$ cat config.mk
export PLATFORM = sky130hd
export DESIGN_NAME = frame_line_packetizer
export DESIGN_NICKNAME = d
export VERILOG_FILES = /design/src/rtl/frame_pkt_pkg.sv /design/src/rtl/frame_line_packetizer.sv
export SDC_FILE = /design/constraint.sdc
export NUM_CORES = 1
export LEC_CHECK = 0
export CORE_MARGIN = 3
export CORE_UTILIZATION = 53
export CTS_BUF_LIST = sky130_fd_sc_hd__clkbuf_4
export DETAILED_ROUTE_END_ITERATION = 12
export GPL_TIMING_DRIVEN = 0
export PLACE_DENSITY = 0.88
export SYNTH_ARGS = -nofsm -noshare
export SYNTH_HDL_FRONTEND = slang
export SYNTH_SLANG_ARGS = --single-unit
$ cat constraint.sdc
create_clock -name clk125MHz -period 2.5 [get_ports clk125MHz]
set_clock_uncertainty 0.1 [all_clocks]
set_input_delay 0.5 -clock clk125MHz [delete_from_list [all_inputs] [get_ports clk125MHz]]
set_output_delay 0.5 -clock clk125MHz [all_outputs]
set_load 0.02 [all_outputs]
$ cat src/rtl/frame_pkt_pkg.sv
// Shared types and packet geometry for the frame line packetizer.
package frame_pkt_pkg;

  typedef enum logic [1:0] {IDLE, HDR, PIX, GAP} state_t;

  localparam int HDR_BYTES       = 3;
  localparam int BYTES_PER_PIXEL = 3;

  // Bytes in one line packet: header followed by R,G,B for every pixel.
  function automatic int pkt_len(input int h_pixels);
    return HDR_BYTES + BYTES_PER_PIXEL * h_pixels;
  endfunction

endpackage

$ cat src/rtl/frame_line_packetizer.sv
// Streams a captured frame out of pixel BRAM as one byte-wide packet per line:
// {frame_id, line_hi, line_lo} then R,G,B per pixel, with an idle gap between packets.
module frame_line_packetizer
  import frame_pkt_pkg::*;
#(
  parameter int H_PIXELS   = 320,
  parameter int V_LINES    = 180,
  parameter int ADDR_W     = 16,
  parameter int IFG_CYCLES = 12
) (
  input  logic              clk125MHz,
  input  logic              rstb,
  input  logic              start_frame,
  output logic [ADDR_W-1:0] bram_addr,
  input  logic [23:0]       bram_dout,
  output logic              tx_valid,
  output logic [7:0]        tx_data,
  output logic              tx_last,
  input  logic              tx_ready,
  output logic              busy,
  output logic [7:0]        frame_id
);

  localparam int PKT_LEN = pkt_len(H_PIXELS);
  localparam int POS_W   = $clog2(PKT_LEN);
  localparam int GAP_W   = (IFG_CYCLES > 1) ? $clog2(IFG_CYCLES) : 1;

  localparam logic [POS_W-1:0]  POS_HDR0    = '0;
  localparam logic [POS_W-1:0]  POS_HDR1    = POS_W'(1);
  localparam logic [POS_W-1:0]  POS_LAST    = POS_W'(PKT_LEN - 1);
  localparam logic [GAP_W-1:0]  GAP_LAST    = GAP_W'(IFG_CYCLES - 1);
  localparam logic [15:0]       LINE_LAST   = 16'(V_LINES - 1);
  localparam logic [ADDR_W-1:0] LINE_STRIDE = ADDR_W'(H_PIXELS);

  state_t            state;
  logic [POS_W-1:0]  pos;      // index of the byte currently on tx_data
  logic [1:0]        rgb_sel;  // 0=R, 1=G, 2=B of the pixel on tx_data
  logic [15:0]       line;
  logic [ADDR_W-1:0] base;     // address of pixel 0 of the current line
  logic [23:0]       pix;
  logic [GAP_W-1:0]  gap_cnt;
  logic              pending;

  logic accept;
  logic last_line;

  assign accept    = tx_valid && tx_ready;
  assign last_line = (line == LINE_LAST);

  // NOTE: everything below is clocked state, so only non-blocking assignments are used.
  always_ff @(posedge clk125MHz) begin
    if (rstb) begin
      // NOTE: pix is left out of reset; it is always reloaded from BRAM before use.
      state     <= IDLE;
      pos       <= '0;
      rgb_sel   <= '0;
      line      <= '0;
      base      <= '0;
      gap_cnt   <= '0;
      pending   <= 1'b0;
      bram_addr <= '0;
      tx_valid  <= 1'b0;
      tx_data   <= '0;
      tx_last   <= 1'b0;
      busy      <= 1'b0;
      frame_id  <= '0;
    end else begin
      if (start_frame && busy) pending <= 1'b1;

      case (state)
        IDLE: begin
          if (start_frame) begin
            state     <= HDR;
            busy      <= 1'b1;
            line      <= '0;
            base      <= '0;
            bram_addr <= '0;
            pos       <= '0;
            tx_valid  <= 1'b1;
            tx_data   <= frame_id;
            tx_last   <= 1'b0;
          end
        end

        HDR: begin
          if (accept) begin
            pos <= pos + 1'b1;
            if (pos == POS_HDR0) begin
              tx_data <= line[15:8];
            end else if (pos == POS_HDR1) begin
              tx_data <= line[7:0];
            end else begin
              // Pixel 0 has been addressed since HDR entry, so bram_dout is settled.
              tx_data   <= bram_dout[23:16];
              pix       <= bram_dout;
              bram_addr <= bram_addr + 1'b1;
              rgb_sel   <= 2'd0;
              state     <= PIX;
            end
          end
        end

        PIX: begin
          if (accept) begin
            pos <= pos + 1'b1;
            case (rgb_sel)
              2'd0: begin
                tx_data <= pix[15:8];
                rgb_sel <= 2'd1;
              end
              2'd1: begin
                tx_data <= pix[7:0];
                tx_last <= ((pos + 1'b1) == POS_LAST);
                rgb_sel <= 2'd2;
              end
              default: begin
                if (tx_last) begin
                  tx_valid <= 1'b0;
                  tx_last  <= 1'b0;
                  gap_cnt  <= '0;
                  state    <= GAP;
                  if (last_line) frame_id <= frame_id + 8'd1;
                end else begin
                  // Next pixel's word arrives straight from BRAM; the R byte can't wait a cycle.
                  tx_data   <= bram_dout[23:16];
                  pix       <= bram_dout;
                  bram_addr <= bram_addr + 1'b1;
                  rgb_sel   <= 2'd0;
                end
              end
            endcase
          end
        end

        GAP: begin
          gap_cnt <= gap_cnt + 1'b1;
          if (gap_cnt == GAP_LAST) begin
            if (!last_line || pending) begin
              state    <= HDR;
              pos      <= '0;
              tx_valid <= 1'b1;
              tx_data  <= frame_id;
              if (last_line) begin
                pending   <= 1'b0;
                line      <= '0;
                base      <= '0;
                bram_addr <= '0;
              end else begin
                line      <= line + 16'd1;
                base      <= base + LINE_STRIDE;
                bram_addr <= base + LINE_STRIDE;
              end
            end else begin
              state <= IDLE;
              busy  <= 1'b0;
            end
          end
        end
      endcase
    end
  end

endmodule

Word-level counts from Yosys, hierarchy flattened
Cells that the tools add are included.
Widths: inputs -> output; s select.
{"block": "word_totals", "reg_bits": 102, "output_inout_bits": 35}
{"block": "classes", "n_reduce_logical": 26, "eq_ne": 22, "n_mux": 78, "n_bitwise": 2, "add_sub_neg": 6}
{"operator": "$mux 16", "count": 19}
{"operator": "$pmux 16 s2", "count": 3}
{"operator": "$mux 8", "count": 8}
{"operator": "$pmux 16 s4", "count": 1}
{"operator": "$mux 10", "count": 4}
{"operator": "$add 16x1->16 const B", "count": 2}
{"operator": "$pmux 8 s4", "count": 1}
{"operator": "$pmux 10 s3", "count": 1}
{"operator": "$mux 2", "count": 13}
{"operator": "$ne 2x2->1 const B", "count": 12}
{"operator": "$reduce_and 4->1", "count": 5}
{"operator": "$add 16x9->16 const B", "count": 1}
{"operator": "$eq 16x8->1 const B", "count": 1}
{"operator": "$mux 1", "count": 16}
{"operator": "$pmux 8 s2", "count": 1}
{"operator": "$reduce_and 8->1", "count": 2}
{"operator": "$mux 4", "count": 3}
{"operator": "$reduce_and 6->1", "count": 2}
{"operator": "$add 10x1->10 const B", "count": 1}
{"operator": "$eq 10x1->1 const B", "count": 1}
{"operator": "$eq 10x10->1 const B", "count": 1}
{"operator": "$logic_not 10->1", "count": 1}
{"operator": "$reduce_and 9->1", "count": 1}
{"operator": "$add 8x1->8 const B", "count": 1}
{"operator": "other kinds (21)", "count": 33}

Logic depth before layout (Yosys ltp)
Gate-level depths: netlist (run 1).
{"block": "depth", "depth_word": 6, "mapped_depth": 9, "depth_no_buf": 7}

Worst setup path after synthesis (run 1)
No wires, ideal clock.
{"block": "synth_timing", "path_kind": "reg2reg", "from": "register state[1]", "to": "register pix[0], enable pin", "t_arrival_ns": 2.001, "path_stages_with_launch": 7, "path_slack_ns": 0.025, "setup_ns": 0.374, "required_time_ns": 2.026, "cell_sequence": "dfxtp_1 > inv_1 > ha_1 > clkbuf_1 > clkbuf_1 > clkbuf_1 > and3_1"}
{"block": "synth_between", "elab_chain_cells": 3}
{"item": "start: declaration", "line_no": "frame_line_packetizer.sv:35", "text": "state_t state;"}
{"item": "start signal: assignment", "line_no": "frame_line_packetizer.sv:54", "text": "state <= IDLE;"}
{"item": "start signal: assignment", "line_no": "frame_line_packetizer.sv:73", "text": "state <= HDR;"}
{"item": "start signal: assignment", "line_no": "frame_line_packetizer.sv:98", "text": "state <= PIX;"}
{"item": "$eq 2x1->1 or $eq 2x2->1 (tied branches)", "line_no": "frame_line_packetizer.sv:70", "text": "case (state)"}
{"item": "$ne 2x2->1 (no source line) or $reduce_bool 2->1 (tied branches)"}
{"item": "$reduce_and 8->1 (no source line) (*)"}
{"item": "end signal: assignment", "line_no": "frame_line_packetizer.sv:95", "text": "pix <= bram_dout;"}
{"item": "end signal: assignment", "line_no": "frame_line_packetizer.sv:126", "text": "pix <= bram_dout;"}
{"item": "end: declaration", "line_no": "frame_line_packetizer.sv:40", "text": "logic [23:0] pix;"}
Every way passes the cells marked *; elsewhere a longest branch is shown, timed or not.
A chain may end at the register's enable or synchronous reset.

Final worst setup path (run 1)
{"block": "layout_timing", "from": "register pos[7]", "to": "register tx_data[1]"}
{"block": "layout_between", "elab_chain_cells": 5}
{"item": "start: declaration", "line_no": "frame_line_packetizer.sv:36", "text": "logic [POS_W-1:0] pos;"}
{"item": "start signal: assignment", "line_no": "frame_line_packetizer.sv:87", "text": "pos <= pos + 1'b1;"}
{"item": "start signal: assignment", "line_no": "frame_line_packetizer.sv:105", "text": "pos <= pos + 1'b1;"}
{"item": "$eq 10x1->1", "line_no": "frame_line_packetizer.sv:90", "text": "end else if (pos == POS_HDR1) begin"}
{"item": "$mux 8", "line_no": "frame_line_packetizer.sv:90"}
{"item": "$mux 8 (*)", "line_no": "frame_line_packetizer.sv:88", "text": "if (pos == POS_HDR0) begin"}
{"item": "$mux 8 (*)", "line_no": "frame_line_packetizer.sv:86", "text": "if (accept) begin"}
{"item": "$pmux 8 s4 (*)", "line_no": "frame_line_packetizer.sv:70"}
{"item": "end signal: assignment", "line_no": "frame_line_packetizer.sv:89", "text": "tx_data <= line[15:8];"}
{"item": "end signal: assignment", "line_no": "frame_line_packetizer.sv:91", "text": "tx_data <= line[7:0];"}
{"item": "end signal: assignment", "line_no": "frame_line_packetizer.sv:94", "text": "tx_data <= bram_dout[23:16];"}
{"item": "end: declaration", "line_no": "frame_line_packetizer.sv:17", "text": "output logic [7:0] tx_data,"}
Every way passes the cells marked *; elsewhere a longest branch is shown, timed or not. The select of a mux whose other input is x is not followed.

==> impl_metrics.env, run 1 <==
export IMPL_path_class="register to register"
export IMPL_cp_max_fo=10
export IMPL_fmax_mhz=404.8
export IMPL_syn_avg_cell_area_um2=8.803
export IMPL_clock_latency_ns=0.51
export IMPL_post_place_cells=876
export IMPL_final_layout_size_suffix_gt1_share_pct=12.73
export IMPL_fin_setup_tns_ns=0
export IMPL_synth_top_area_share_pct=28.97
export IMPL_dr_pass1_iters=8
export IMPL_end_kind="register"
export IMPL_gp_congestion=0.9160
export IMPL_synth_edff_count=16
export IMPL_post_route_period_util_pct=98.82
export IMPL_yosysTopAreaCell="dfxtp_1"
export IMPL_fin_nets=790
export IMPL_synth_flop_cell="dfxtp_1"
export IMPL_wire_per_inst_um=20.19
export IMPL_dp_final_hpwl_um=12620
export IMPL_yosysWarnings=0
export IMPL_finalSetupViolCount=0
export IMPL_detail_route_antenna_nets=0
export IMPL_syn_area_um2=5942
export IMPL_rows=38
export IMPL_cts_sinks=102
export IMPL_port_buffers=61
export IMPL_powerDensity_nw_per_um2=799.1
export IMPL_power_mw=5.633
export IMPL_io_pins=63
export IMPL_cts_buffers_inserted=9
export IMPL_antenna_found_initial=0
export IMPL_seq_area_frac_synth_pct=37.06
export IMPL_fillers=911
export IMPL_die_width_um=111.9
export IMPL_worstMarginPinSlew_ns=0.7188
export IMPL_areaGrowthSynthToFinish_pct=18.64
export IMPL_ir_worst_vdd_mv=0.6993
export IMPL_coreArea_um2=10890
export IMPL_outcome="complete, no violations"
export IMPL_syn_inst=675
export IMPL_grt_pass1_wl_um=28030
export IMPL_drc_errors=0
export IMPL_htree_levels=3
export IMPL_slew_limit_headroom_pct=52.08
export IMPL_register_area_um2=2212
export IMPL_clockBufferDepth=2
export IMPL_initial_core_util_pct=54.57
export IMPL_dieArea_um2=12520
export IMPL_grt_pass1_vias=5604
export IMPL_avgViaCountPerCell=6.644
export IMPL_finalNonFillerCells=894
export IMPL_async_flop_share_pct=0
export IMPL_dr_total_vias=5940
export IMPL_cts_root_buffer="clkbuf_4"
export IMPL_clk_pin_slew_worst_paths_ns=0.15
export IMPL_cp_start_kind="register"
export IMPL_cap_violations=0
export IMPL_synthTopCellsByArea="dfxtp_1, edfxtp_1, a21oi_1"
export IMPL_drv_slew=0
export IMPL_ys_ff_latch=102
export IMPL_die_h_um=111.9
export IMPL_period_needed_ns=2.470
export IMPL_p_leak_nw=2.363
export IMPL_hold_class="register to register"
export IMPL_grt_max_degree=17
export IMPL_grt_overflow=0
export IMPL_drt_iter0_drc=658
export IMPL_synth_nets=716
export IMPL_antenna_cells=0
export IMPL_setup_ws_ns=0.02960
export IMPL_grt_usage_pct=27.66
export IMPL_place_ws_ns=-0.9619
export IMPL_totalWireLength_um=18050
export IMPL_cp_arrival_ns=2.75
export IMPL_yosysUniqueCellTypes=82
export IMPL_multi_input_area_um2=3571
export IMPL_cp_required_ns=2.78
export IMPL_hold_viol=0
export IMPL_cts_tree="yes"
-- sequential cells by signal, indices dropped and copies added, names as in the netlist, 2 cells and up --
register   flops
tx_data        8
state          2
base          16
line          16
pix           16
frame_id       8
pos           10
gap_cnt        4
rgb_sel        2
bram_addr     16
-- critical path, stage by stage (launching register included) --
cell,delay (ns)
dfxtp_1,0.41
or4_1,0.59
clkbuf_1,0.19
buf_2,0.23
nor4_2,0.30
o311ai_0,0.26
o2111ai_1,0.18
a21oi_1,0.09
-- path summary, 6_finish.rpt --
check,start,to,slack (ns),depth (start not counted)
setup / recovery,pos[7],tx_data[1],0.03,7
setup reg to reg,pos[7],tx_data[1],0.03,7
hold / removal,base[3],base[3],0.39,1
hold reg to reg,base[3],base[3],0.39,1
-- cell type report --
class	count	area share [%]
inverters	21	1.118
repair buffers	66	9.194
plain buffers	41	2.946
clock buffers	9	0.9585
well taps	140	2.485
multi-input cells	508	50.66
clock inverters	7	1.260
flip-flops and latches	102	31.38
-- synthesized netlist by cell type, types with 4 or more instances --
master,instances
or3_1,10
o311ai_0,6
a211oi_1,4
nor2b_1,5
mux2_2,7
a32o_1,5
o211ai_1,15
edfxtp_1,16
nor2_1,44
and2_1,13
clkbuf_1,26
a22oi_1,5
nand3_1,26
mux2i_1,6
nor3b_1,4
dfxtp_1,86
or4_1,8
nand2_1,38
o21ai_0,27
o221ai_1,4
o31ai_1,4
buf_2,11
nor4_1,18
nor3_1,20
xnor2_1,16
nand4_1,19
inv_1,19
ha_1,13
o2111ai_1,9
a21o_1,8
o41ai_1,8
nand2b_1,11
a21oi_1,45
xor2_1,17
and3_1,11
o2bb2ai_1,9
a31oi_1,10
-- cells by family (layout without fill, tap and decap cells) --
kind of cell	after synthesis	count (layout)	synth area share, %
XOR/XNOR	33	33	4.864
adder cells (fa/ha/maj)	13	13	2.737
AO/OA/AOI/OAI	197	197	23.92
buffers and inverters	65	144	4.843
multiplexers	14	14	2.569
flip-flops	102	102	37.06
AND/OR/NAND/NOR	251	251	24.01
-- per-layer routing --
| metal | share of wire, % | GRT usage [%] | vias to the layer above |
|---|---|---|---|
| met3 | 9.9 | 6.141 | 72 |
| met5 | 0 | 0 | - |
| met4 | 4.4 | 12.98 | 0 |
| met2 | 46 | 44.28 | 354 |
| met1 | 39 | 35.55 | 2779 |
| li1 | - | - | 2735 |
-- cells in the final DEF, fill, tap and decap left out, types with 10 or more instances in the layout --
cell type and count:
a21oi_1 42, a31oi_1 10, and2_1 13, and3_1 10, buf_2 11, clkbuf_1 19, clkbuf_4 11, clkdlybuf4s50_1 61
dfxtp_1 82, edfxtp_1 16, ha_1 11, inv_1 19, nand2_1 38, nand2b_1 11, nand3_1 26, nand4_1 19
nor2_1 41, nor3_1 20, nor4_1 11, o211ai_1 15, o21ai_0 26, or3_1 10, xnor2_1 16, xor2_1 17
-- stage by stage --
stage	hold slack, ns	instance area (µm²)	util (%)
global placement	0.3500	6728	61.79
CTS	0.3900	6907	63.43
finish	0.3908	7049	64.74
global route	0.4025	7049	64.74
floorplan	0.3295	5942	-
detailed placement	0.3547	6728	61.79
-- what timing repair did --
item | CTS | global route
resized for setup | 13 | 32
endpoints found under the setup margin | 53 | 72
buffers inserted | 0 | 5
hold buffers | 0 | 0
pin swaps | 0 | 3
-- power breakdown --
group / internal (mW) / switching (mW)
Combinational: 0.955 / 1.70
Clock: 0.398 / 0.586
Sequential: 1.86 / 0.130
Total: 3.22 / 2.42
(Power assumes the default switching activity.)
==> run 2, diff against run 1 <==
CORE_UTILIZATION = 60   (was 53)
DONT_BUFFER_PORTS = 1   (was unset)
PLACE_DENSITY = 0.89   (was 0.88)
==> impl_metrics.env, run 2 (synthesis results as in run 1) <==
export IMPL_outcome="complete, but fails checks"
export IMPL_end_kind="register"
export IMPL_dr_pass1_iters=9
export IMPL_period_needed_ns=2.540
export IMPL_slew_limit_headroom_pct=50.51
export IMPL_initial_core_util_pct=63.11
export IMPL_hold_class="input port to register"
export IMPL_worstRegToRegCells=6
export IMPL_antenna_cells=0
export IMPL_powerDensity_nw_per_um2=829.5
export IMPL_fmax_mhz=393.8
export IMPL_layout_common_cells="dfxtp_1, nor2_1, a21oi_1, nand2_1"
export IMPL_final_layout_size_suffix_gt1_share_pct=12.75
export IMPL_cts_buffers_inserted=9
export IMPL_port_buffers=0
export IMPL_cp_required_ns=2.79
export IMPL_rows=35
export IMPL_top_usage_layer="met2"
export IMPL_path_class="register to register"
export IMPL_clk_pin_slew_worst_paths_ns=0.16
export IMPL_path_cells="nor4_1 > clkbuf_2 > a31oi_1 > o311ai_0 > o2111ai_1 > a21oi_1"
export IMPL_failed_checks="setup timing"
export IMPL_cap_violations=0
export IMPL_hold_viol=0
export IMPL_hold_ws_ns=0.03675
export IMPL_fillers=730
export IMPL_switching_share_pct=44.17
export IMPL_r2r_end="tx_data[6]"
export IMPL_mostFrequentLayoutCell="dfxtp_1"
export IMPL_clock_power_share_pct=15.9
export IMPL_drv_slew=0
export IMPL_coreArea_um2=9415
export IMPL_drt_iter0_drc=724
export IMPL_post_place_cells=804
export IMPL_cp_slowest_cell="nor4_1"
export IMPL_grt_usage_pct=30.32
export IMPL_pwr_share_comb_pct=44.5
export IMPL_areaGrowthSynthToFinish_pct=8.023
export IMPL_ir_worst_vdd_mv=0.5608
export IMPL_finalSetupViolCount=3
export IMPL_cp_arrival_ns=2.83
export IMPL_cts_root_buffer="clkbuf_4"
export IMPL_cts_sinks=102
export IMPL_htree_levels=3
export IMPL_post_route_period_util_pct=101.6
export IMPL_cp_start_kind="register"
export IMPL_p_seq_share_pct=39.5
export IMPL_dp_final_hpwl_um=12520
export IMPL_die_h_um=105.5
export IMPL_dieArea_um2=11130
export IMPL_detail_route_antenna_nets=0
export IMPL_drc_errors=0
export IMPL_dr_total_vias=5794
export IMPL_internal_power_mw=2.972
export IMPL_clock_latency_ns=0.47
export IMPL_grt_max_degree=17
export IMPL_fin_setup_tns_ns=-0.08331
export IMPL_antenna_found_initial=0
export IMPL_setup_ws_ns=-0.03963
export IMPL_p_leak_nw=2.150
export IMPL_register_area_um2=2212
export IMPL_cts_tree="yes"
export IMPL_io_pins=63
export IMPL_gp_congestion=0.9505
export IMPL_grt_overflow=0
export IMPL_clockBufferDepth=2
export IMPL_met2_usage_pct=48.63
export IMPL_avgViaCountPerCell=7.006
export IMPL_grt_pass1_vias=5427
export IMPL_multi_input_area_um2=3545
export IMPL_switching_power_mw=2.352
export IMPL_power_mw=5.324
export IMPL_cp_max_fo=10
export IMPL_die_width_um=105.5
export IMPL_endpoint="tx_data[6]"
export IMPL_worstMarginPinSlew_ns=0.7423
export IMPL_reg2reg_from="pos[6]"
export IMPL_fin_nets=734
export IMPL_grt_util_met3_pct=9.675
export IMPL_rsz0062_at_grt="yes"
export IMPL_rrSetupSlack_ns=-0.04
export IMPL_max_stage_delay_ns=0.61
export IMPL_grt_pass1_wl_um=27310
export IMPL_finalNonFillerCells=827
export IMPL_use_met1_pct=37.48
export IMPL_wire_per_inst_um=21.02
export IMPL_cp_startpoint="pos[6]"
export IMPL_totalWireLength_um=17390
run 2: cell types whose count changed in the layout (fill, tap and decap cells not counted), moves of 3 or more:
cell,before,now
clkdlybuf4s50_1,61,0
clkinv_1,2,5
dlygate4sd3_1,0,3
nor2_1,41,44
nor2_2,3,0
nor4_1,11,14
nor4_2,9,6
run 2: how the worst min path moves through the flow:
stage                  from      end  slack (ns)  cells after the start
2_1_floorplan       base[2]  base[2]        0.33                      1
5_1_grt        bram_dout[6]   pix[6]       0.008                      0
4_1_cts        bram_dout[2]   pix[2]        0.01                      0
3_3_place_gp        base[0]  base[0]        0.35                      1
6_report       bram_dout[3]   pix[3]        0.04                      0
3_5_place_dp        base[3]  base[3]        0.36                      1
run 2: power groups by stage:
stage	clock network, mW	logic [mW]	registers [mW]
2_1_floorplan	0	1.50	2.08
3_3_place_gp	0	2.05	2.12
6_report	0.849	2.37	2.10
5_1_grt	0.914	2.53	2.13
3_5_place_dp	0	2.12	2.13
4_1_cts	0.856	2.18	2.10
run 2: routing by layer:
layer  up-vias  part of all wire, %
met5         -                    0
met4         0                  4.2
met2       399                   46
li1       2612                    -
met3        71                   12
met1      2712                   38
run 2: stage by stage:
step	setup slack [ns]	instance area (µm²)	utilization, %
floorplan	0.02545	5942	-
detailed placement	-1.072	6103	64.82
global placement	-0.9173	6103	64.82
finish	-0.03963	6419	68.17
global route	-0.1467	6419	68.17
CTS	0.002017	6260	66.49
run 2: critical path: cells and delay by family, from the launching register on:
kind	cells	cell delay, ns
simple gates	1	0.61
flops	1	0.40
buf+inv	1	0.35
compound gates	4	1.01
run 2: final cells by class:
| class | instances | area share, % |
|---|---|---|
| clock buffer | 9 | 1.053 |
| multi-input combinational | 508 | 55.22 |
| sequential | 102 | 34.46 |
| tap | 129 | 2.515 |
| timing repair buffer | 9 | 1.170 |
| inverter | 21 | 1.228 |
| buffer | 42 | 3.353 |
| clock inverter | 7 | 0.9942 |
run 2: what timing repair did:
| item | in CTS | in global routing |
|---|---|---|
| buffers inserted | 0 | 6 |
| pin swaps | 0 | 2 |
| hold endpoints to repair | 0 | 3 |
| cloned | 0 | 0 |
| hold buffers | 0 | 3 |
| endpoints found under the setup margin | 45 | 65 |
| resized for setup | 13 | 28 |
==> run 3, diff against run 2 <==
SLEW_MARGIN = 20   (was unset)
==> results of run 3 <==
Same layout as run 2: the final DEF is identical, and so are final timing and power.
